`config.mk`:
```
export PLATFORM = sky130hd
export DESIGN_NAME = sync_fifo_ctrl
export DESIGN_NICKNAME = d
export VERILOG_FILES = /design/src/rtl/fifo_pkg.sv /design/src/rtl/fifo_mem.sv /design/src/rtl/sync_fifo_ctrl.sv
export SDC_FILE = /design/constraint.sdc
export NUM_CORES = 1
export LEC_CHECK = 0
export ABC_AREA = 1
export CAP_MARGIN = 10
export CORE_MARGIN = 2
export CORE_UTILIZATION = 45
export CTS_CLUSTER_DIAMETER = 200
export DETAILED_ROUTE_END_ITERATION = 12
export MAX_ROUTING_LAYER = met4
export PLACE_DENSITY = 0.62
export REMOVE_ABC_BUFFERS = 1
export SETUP_SLACK_MARGIN = 0.5
export SLEW_MARGIN = 5
export SYNTH_ARGS = -nofsm -noshare
export SYNTH_HDL_FRONTEND = slang
export SYNTH_HIERARCHICAL = 1
export SYNTH_SLANG_ARGS = --single-unit
```
`constraint.sdc`:
```
create_clock -name clk -period 7.47 [get_ports clk]
set_input_delay 2.241 -clock clk [delete_from_list [all_inputs] [get_ports clk]]
set_output_delay 2.241 -clock clk [all_outputs]
set_load 0.01 [all_outputs]
```
`src/rtl/fifo_pkg.sv`:
```
// Shared types and defaults for the synchronous FIFO family.
package fifo_pkg;

  localparam int unsigned DEF_WIDTH     = 8;
  localparam int unsigned DEF_DEPTH     = 16;
  localparam int unsigned DEF_AE_THRESH = 2;

  // Pointer width: address bits plus one wrap bit.
  function automatic int unsigned ptr_w(input int unsigned depth);
    return $clog2(depth) + 1;
  endfunction

  typedef struct packed {
    logic full;
    logic empty;
    logic almost_full;
    logic almost_empty;
    logic overflow;
    logic underflow;
  } fifo_status_t;

endpackage

```
`src/rtl/fifo_mem.sv`:
```
// Simple dual-port storage: synchronous write, registered read with a load-through path.
module fifo_mem #(
  parameter int unsigned WIDTH = 8,
  parameter int unsigned DEPTH = 16
) (
  input  logic                       clk,
  input  logic                       rst,
  input  logic                       wr_en,
  input  logic [$clog2(DEPTH)-1:0]   wr_addr,
  input  logic [WIDTH-1:0]           wr_data,
  input  logic                       rd_en,
  input  logic [$clog2(DEPTH)-1:0]   rd_addr,
  input  logic                       byp_en,
  input  logic [WIDTH-1:0]           byp_data,
  output logic [WIDTH-1:0]           rd_data
);

  logic [WIDTH-1:0] mem_q [DEPTH];
  logic [WIDTH-1:0] rd_data_q;
  logic [WIDTH-1:0] rd_data_d;

  always_ff @(posedge clk) begin
    if (wr_en) mem_q[wr_addr] <= wr_data;
  end

  // Load-through lets a word skip the array when it goes straight to the output.
  always_comb begin
    rd_data_d = rd_data_q;
    if (byp_en)     rd_data_d = byp_data;
    else if (rd_en) rd_data_d = mem_q[rd_addr];
  end

  always_ff @(posedge clk) begin
    if (rst) rd_data_q <= '0;
    else     rd_data_q <= rd_data_d;
  end

  assign rd_data = rd_data_q;

endmodule

```
`src/rtl/sync_fifo_ctrl.sv`:
```
// Single-clock FIFO with occupancy count, threshold flags and sticky error flags.
// Define SYNC_FIFO_FWFT_EN for first-word-fall-through read mode.
module sync_fifo_ctrl
  import fifo_pkg::*;
#(
  parameter int unsigned WIDTH     = DEF_WIDTH,
  parameter int unsigned DEPTH     = DEF_DEPTH,
  parameter int unsigned AF_THRESH = DEPTH - 2,
  parameter int unsigned AE_THRESH = DEF_AE_THRESH
) (
  input  logic                      clk,
  input  logic                      rst,
  input  logic [WIDTH-1:0]          data_in,
  input  logic                      wr_en,
  input  logic                      rd_en,
  output logic [WIDTH-1:0]          data_out,
  output logic                      full,
  output logic                      empty,
  output logic                      almost_full,
  output logic                      almost_empty,
  output logic [ptr_w(DEPTH)-1:0]   count,
  output logic                      overflow,
  output logic                      underflow
);

  localparam int unsigned PW = ptr_w(DEPTH);
  localparam int unsigned AW = PW - 1;

  if (DEPTH < 4 || (DEPTH & (DEPTH - 1)) != 0 || WIDTH < 1 ||
      AE_THRESH >= AF_THRESH || AF_THRESH > DEPTH) begin : g_param_check
    $error("sync_fifo_ctrl: illegal WIDTH/DEPTH/threshold parameters");
  end

  logic [PW-1:0] wr_ptr_q, wr_ptr_d;
  logic [PW-1:0] rd_ptr_q, rd_ptr_d;
  logic [PW-1:0] count_q, count_d;
  fifo_status_t  status_q, status_d;
  logic          wr_accept, rd_accept;
  logic          mem_we, mem_re, byp_en;

`ifdef SYNC_FIFO_FWFT_EN
  logic valid_q, valid_d;
  logic load, mem_empty;
`endif

  always_comb begin
    wr_ptr_d  = wr_ptr_q;
    rd_ptr_d  = rd_ptr_q;
    status_d  = status_q;
    mem_we    = 1'b0;
    mem_re    = 1'b0;
    byp_en    = 1'b0;
`ifdef SYNC_FIFO_FWFT_EN
    valid_d   = valid_q;
    // The output register is the head; the array holds everything behind it.
    rd_accept = rd_en && valid_q;
    wr_accept = wr_en && (!status_q.full || rd_accept);
    load      = !valid_q || rd_accept;
    mem_empty = (wr_ptr_q == rd_ptr_q);
    if (load && !mem_empty) begin
      mem_re   = 1'b1;
      rd_ptr_d = rd_ptr_q + PW'(1);
      valid_d  = 1'b1;
    end else if (load && wr_accept) begin
      byp_en   = 1'b1;
      valid_d  = 1'b1;
    end else if (rd_accept) begin
      valid_d  = 1'b0;
    end
    mem_we = wr_accept && !byp_en;
    if (mem_we) wr_ptr_d = wr_ptr_q + PW'(1);
    count_d        = count_q + PW'(wr_accept) - PW'(rd_accept);
    status_d.empty = !valid_d;
    status_d.full  = (count_d == PW'(DEPTH));
`else
    rd_accept = rd_en && !status_q.empty;
    wr_accept = wr_en && (!status_q.full || rd_accept);
    mem_re    = rd_accept;
    mem_we    = wr_accept;
    if (mem_re) rd_ptr_d = rd_ptr_q + PW'(1);
    if (mem_we) wr_ptr_d = wr_ptr_q + PW'(1);
    count_d        = count_q + PW'(wr_accept) - PW'(rd_accept);
    status_d.empty = (wr_ptr_d == rd_ptr_d);
    status_d.full  = (wr_ptr_d[AW-1:0] == rd_ptr_d[AW-1:0]) &&
                     (wr_ptr_d[AW] != rd_ptr_d[AW]);
`endif
    status_d.almost_full  = (32'(count_d) >= AF_THRESH);
    status_d.almost_empty = (32'(count_d) <= AE_THRESH);
    status_d.overflow     = status_q.overflow  | (wr_en & ~wr_accept);
    status_d.underflow    = status_q.underflow | (rd_en & ~rd_accept);
  end

  always_ff @(posedge clk) begin
    if (rst) begin
      wr_ptr_q <= '0;
      rd_ptr_q <= '0;
      count_q  <= '0;
      status_q <= '{full: 1'b0, empty: 1'b1, almost_full: 1'b0,
                    almost_empty: 1'b1, overflow: 1'b0, underflow: 1'b0};
    end else begin
      wr_ptr_q <= wr_ptr_d;
      rd_ptr_q <= rd_ptr_d;
      count_q  <= count_d;
      status_q <= status_d;
    end
  end

`ifdef SYNC_FIFO_FWFT_EN
  always_ff @(posedge clk) begin
    if (rst) valid_q <= 1'b0;
    else     valid_q <= valid_d;
  end
`endif

  fifo_mem #(
    .WIDTH (WIDTH),
    .DEPTH (DEPTH)
  ) u_mem (
    .clk      (clk),
    .rst      (rst),
    .wr_en    (mem_we),
    .wr_addr  (wr_ptr_q[AW-1:0]),
    .wr_data  (data_in),
    .rd_en    (mem_re),
    .rd_addr  (rd_ptr_q[AW-1:0]),
    .byp_en   (byp_en),
    .byp_data (data_in),
    .rd_data  (data_out)
  );

  assign count        = count_q;
  assign full         = status_q.full;
  assign empty        = status_q.empty;
  assign almost_full  = status_q.almost_full;
  assign almost_empty = status_q.almost_empty;
  assign overflow     = status_q.overflow;
  assign underflow    = status_q.underflow;

endmodule

```
==> reports/summary.txt <==
Nets: 699
Chip width: 127 um
DR vias/cell: 5.56
CP Class: in -> reg
Die height: 127 um
R2r endpoint: u_mem/rd_data[0]
Status: completed
# rows: 44
Total CTS buffers: 17
Leakage Power: 2.86 nW
Final Cycle Share: 58.5%
Max Cap Viol: 0
Critical path peak fanout: 8
Dpl cells: 844
Final cell count without fillers: 876
PostCTS Resize Cnt: 0
Antenna violations before repair: 0
Setup TNS: 0 ns
Worst Setup Start Kind: input port
Post-synthesis cell type count: 32
Root Buffer: clkbuf_16
Final antenna-violating net count: 0
Synthesized flop and latch total: 157
Gate Count Post-Synth: 656
I/O Buffers: 30
CTS tree: yes
Post-synthesis sequential area ratio: 65.2%
Via count: 4872
Area Growth Syn to Fin: 14.4%
Clk pin slew, worst setup/hold paths: 0.06 ns
Drt first pass iters: 5
Power Dens Cells: 280 nW/um^2
CTS Buffer Depth: 2
DIE AREA: 16100 um^2
Post-route design area: 7760 um^2
RSZ-0062 raised after global routing: false
DRT iter0 DRCs: 503
Peak VDD IR: 0.000173 V
Hold Path Depth: 2
Slew margin rel.: 25.9%
WL final: 16.6 mm
FF-to-FF path depth: 8
Final core occ: 53.0%
H-tree lvl count: 4
# IOs: 31
First-pass GRT wire length: 25.7 mm
Fmax: 229 MHz
RePlAce Congestion: 0.899
Vias in the first global route: 4775
Placed cell areas: 7160 um^2
GRT overflow: 0
Dpl ws: 2.65 ns
Crit end category: flip-flop
Total power: 2.17 mW
Fin. Hold Viols: 0
Final min period: 4.37 ns
Reg-to-reg startpoint: rd_ptr_q[0]
ANT cells: 0
Final Setup Violations: 0
CTS sink count: 157
Worst skew pair latency: 0.42 ns
Setup repair bufs after CTS: 0
Largest net degree at the start of global routing: 69
Fin worst setup slack: 3.10 ns
Core Box Area: 14600 um^2
Share of cells above drive strength 1: 8.53%
Starting density of the core: 46.3%
Drt drc: 0
Hold-fix buffers at CTS: 0
Avg Cell Area, Syn: 10.3 um^2
Hold Crit Class: reg -> reg
Worst reg-to-reg setup slack: 4.84 ns
Wire length per cell: 19.0 um
Hold WS: 0.468 ns
Hold wc startpoint: u_mem/rd_data[2]
Total GRT Usage: 22.2%
Synth Warn #: 6
Pin slew with the least headroom to its limit: 1.11 ns
Worst path required time: 7.80 ns
WHS Endpoint: u_mem/rd_data[2]
Critical path arrival: 4.70 ns
Pins over their slew limit: 0
Clock skew: 0.00929 ns
FILL cells: 1279
Syn Std Cell Area: 6790 um^2
Dpl hpwl: 10.5 mm
## sequential cells by signal (all words and copies together) (netlist names)
name and flops:
u_mem/rd_data 8, rd_ptr_q 5, full 1, underflow 1, overflow 1, count 5
u_mem/mem_q 128, empty 1, almost_full 1, almost_empty 1, wr_ptr_q 5
## worst max-delay path: stages
cell and delay (ns):
clkdlybuf4s50_1 0.60, nand2_4 0.11, nand2_4 0.11, nand2_4 0.10, ha_1 0.30, inv_1 0.04
ha_1 0.20, fa_1 0.43, xor2_1 0.17, inv_1 0.07, nor2_1 0.11, nand2_1 0.07
o22ai_1 0.15
## cell usage after synthesis (all sizes together)
master,n,area share (%)
a21oi,15,1.5
nand2,145,8.6
o211ai,1,0.11
xnor2,2,0.26
clkbuf,7,0.39
edfxtp,128,57
xor2,3,0.39
nand3,78,5.9
buf,21,2.1
o22ai,1,0.092
nand3b,4,0.44
dfxtp,29,8.6
nor2,127,7.3
conb,1,0.055
o21ai,43,3.2
a22oi,6,0.66
inv,33,1.8
nand4,3,0.28
fa,1,0.30
ha,7,1.3
o21a,1,0.11
## kinds of logic (layout without fill, tap and decap cells)
logic type,count (synthesis),after routing,share of synthesized area [%]
simple gates,357,357,22.5
other cells,1,1,0.0553
xor+xnor,5,5,0.646
fa+ha+maj,8,8,1.59
compound gates,67,67,5.64
flops,157,157,65.2
buf+inv,61,97,4.35
## worst max path at each step
stage,start,to,slack (ns),cells after the start
floorplan,rd_en,almost_full,3.51,12
global placement,rd_en,almost_full,2.71,13
detailed placement,rd_en,almost_full,2.65,13
CTS,rd_en,almost_full,3.09,13
global route,rd_en,almost_full,2.89,13
finish,rd_en,almost_full,3.10,13
## metal layers
metal  up-vias  track usage (%)  wire [um]
met3        35             5.53       1170
met2       221             35.3       8070
met1      2339             27.6       6880
met5         -                -          0
li1       2277                -          -
met4         0             9.05        482
## power by group
group / internal [mW] / switching, mW
combinational: 0.117 / 0.199
sequential: 0.982 / 0.0196
clock: 0.534 / 0.322
## cell type report
type	instances	area (um^2)	area share, %
Sequential cell	157	4430	57.0
Tap cell	184	230	2.96
Inverter	33	124	1.60
Clock inverter	3	16.3	0.209
Clock buffer	29	588	7.57
Multi-Input combinational cell	438	2070	26.6
Timing Repair Buffer	32	315	4.06
## layout by cell type, fill, tap and decap left out
cell type        instances
clkbuf_1                 3
nand2_2                  7
a21oi_2                  7
buf_4                    2
o211ai_1                 1
a22oi_1                  6
clkbuf_2                 2
inv_1                   28
xnor2_1                  2
nand3_1                 76
a21oi_1                  8
edfxtp_1               128
nor2_1                 124
xor2_1                   3
inv_4                    1
o21a_1                   1
ha_1                     7
nand4_1                  3
conb_1                   1
nand3b_1                 4
o21ai_1                 11
inv_2                    5
clkinv_2                 2
clkdlybuf4s50_1         30
nor2_4                   2
o21ai_0                 32
dfxtp_1                 28
nand3_2                  2
fa_1                     1
clkbuf_8                 3
clkbuf_16               21
o22ai_1                  1
nand2_1                135
dfxtp_2                  1
nor2_2                   1
nand2_4                  3
No activity file was read; power rests on OpenSTA's default activity.
==> RTL edit, RTL diff (same flow settings) <==
`DEF_DEPTH`: 16 -> 32.
--- a/src/rtl/fifo_pkg.sv
+++ b/src/rtl/fifo_pkg.sv
@@ -2,7 +2,7 @@
 package fifo_pkg;
 
   localparam int unsigned DEF_WIDTH     = 8;
-  localparam int unsigned DEF_DEPTH     = 16;
+  localparam int unsigned DEF_DEPTH     = 32;
   localparam int unsigned DEF_AE_THRESH = 2;
 
   // Pointer width: address bits plus one wrap bit.
Ports: changed (resized count); port bits go from 31 to 32. No check against the original RTL was run, so the function may have changed too.
==> RTL edit against the original RTL <==
Final area rose by 78%; power rose by 82%; setup slack got worse by 0.059 ns; register-to-register slack got worse by 0.17 ns; non-clock buffer count rose by 4; global-route usage fell by 0.95 points; worst hold slack got worse by 0.0087 ns; wire length rose by 77%; first-iteration DRC count rose by 41%; clock skew rose by 0.014 ns; sequential share of layout area rose by 3.3 points; area after synthesis rose by 80%; utilization fell by 1.4 points; sequential cell count rose by 131; largest cell class unchanged.
==> RTL edit: results (changes against the original RTL) <==
- Root buffer selected by CTS: sky130_fd_sc_hd__clkbuf_16
- Wire length of the first global-routing pass: 45000 µm (+75%)
* Maximum clock skew at final layout: 0.0236 ns (+0.0143 ns)
- The number of antenna violations at the first check in global routing came to 0 (unchanged).
- Net total in the final layout: 1197 (+71%)
- Sequential fraction of the synthesis area: 0.680 (+0.0280)
- Peak supply drop: 0.000205 V (+18%)
* Total routing usage reported by global routing: 0.213 (-0.00947)
* Commonest cells post-synth: sky130_fd_sc_hd__nand2_1, sky130_fd_sc_hd__edfxtp_1, sky130_fd_sc_hd__nand3_1
* Total clock buffers created by CTS: 30 (+13)
- Status: completed
* Min-delay src: overflow
- The count of flip-flops with a built-in enable after synthesis was 256 (+100%).
* Largest register FFs: 256 (+100%)
* Worst reg2reg path depth: 10 (+2)
- The total vias in the final route came to 8380 (+72%).
- Port Buffer Count: 31 (+3.3%)
* Register-to-register path setup slack: 4.67 ns (-0.17 ns)
- The leakage dissipation came to 5.19 nW (+81%).
* Worst Hold Endpoint: overflow
- Starting DRT DRC Count: 708 (+41%)
* Normalized max-slew margin: 0.214 (-0.0442)
- The fill cell total of the finished layout is 2407 (+88%).
- Worst reg2reg endpoint: u_mem/rd_data[7]
- After synthesis, the cell types taking the most area are sky130_fd_sc_hd__edfxtp_1, sky130_fd_sc_hd__nand2_1, sky130_fd_sc_hd__nand3_1.
* Count of H-tree levels built during CTS: 1 (-3)
- The maximum net fanout on the critical path was 9 (+1).
- The deepest clock path buffer count is 3 (+1).
* Estimated wirelength of the detail-placed design: 17400 µm (+66%)
- Cell area after placement: 12700 µm² (+77%)
- Via count of the first global-routing pass: 7998 (+67%)
RTL edit: layout make-up:
class | count | share of cell area
tap | 341 | 0.0309
inverter | 41 | 0.0115
multi-input combinational | 779 | 0.249
clock inverter | 20 | 0.0223
clock buffer | 36 | 0.0613
sequential | 288 | 0.603
timing repair buffer | 36 | 0.0226
RTL edit: critical path: stages:
cell and delay [ns]:
sky130_fd_sc_hd__clkdlybuf4s50_1 0.59, sky130_fd_sc_hd__nand2_4 0.11, sky130_fd_sc_hd__nand2_4 0.11, sky130_fd_sc_hd__nand2_8 0.09, sky130_fd_sc_hd__inv_4 0.10, sky130_fd_sc_hd__nand3_1 0.56, sky130_fd_sc_hd__nor2_1 0.80
RTL edit: kinds of logic (layout without fill, tap and decap cells):
logic type / after synthesis / after routing / share of synthesized area
compound gates: 29 / 29 / 0.0136
xor+xnor: 6 / 6 / 0.00429
fa+ha+maj: 9 / 9 / 0.00981
buf+inv: 98 / 133 / 0.0390
flops: 288 / 288 / 0.680
other cells: 1 / 1 / 0.000306
simple gates: 734 / 734 / 0.253
RTL edit: power by group:
part,switching [mW],internal (mW)
Clock,0.603,1.08
Combinational,0.285,0.155
Sequential,0.0350,1.79
RTL edit: worst max-delay path by stage:
stage,from,endpoint,slack [ns],cells after the start
3_3_place_gp,rd_en,almost_full,2.53,13
2_1_floorplan,rd_ptr_q[0],u_mem/rd_data[0],1.86,9
5_1_grt,rd_en,almost_full,2.86,13
6_report,rd_en,u_mem/mem_q[30][2],3.04,7
4_1_cts,rd_en,almost_full,3.09,13
3_5_place_dp,rd_en,almost_full,2.50,13
RTL edit: metal layers:
| metal | global-route usage | vias up | wire length (µm) | part of all wire |
|---|---|---|---|---|
| li1 | - | 3999 | - | - |
| met1 | 0.286 | 4006 | 12900 | 0.44 |
| met2 | 0.345 | 317 | 14000 | 0.48 |
| met3 | 0.0253 | 58 | 1790 | 0.061 |
| met4 | 0.0613 | 0 | 739 | 0.025 |
| met5 | - | - | 0 | 0 |
RTL edit: stage by stage:
stage	setup slack [ns]	hold WS, ns	util	total power, mW	std cells
after global placement	2.53	0.441	0.473	2.30	1485
after detailed placement	2.50	0.454	0.473	2.30	1485
after floorplan	1.86	0.468	-	2.13	1108
final	3.04	0.459	0.516	3.95	1541
after CTS	3.09	0.465	0.516	3.97	1541
after global routing	2.86	0.487	0.516	4.10	1541
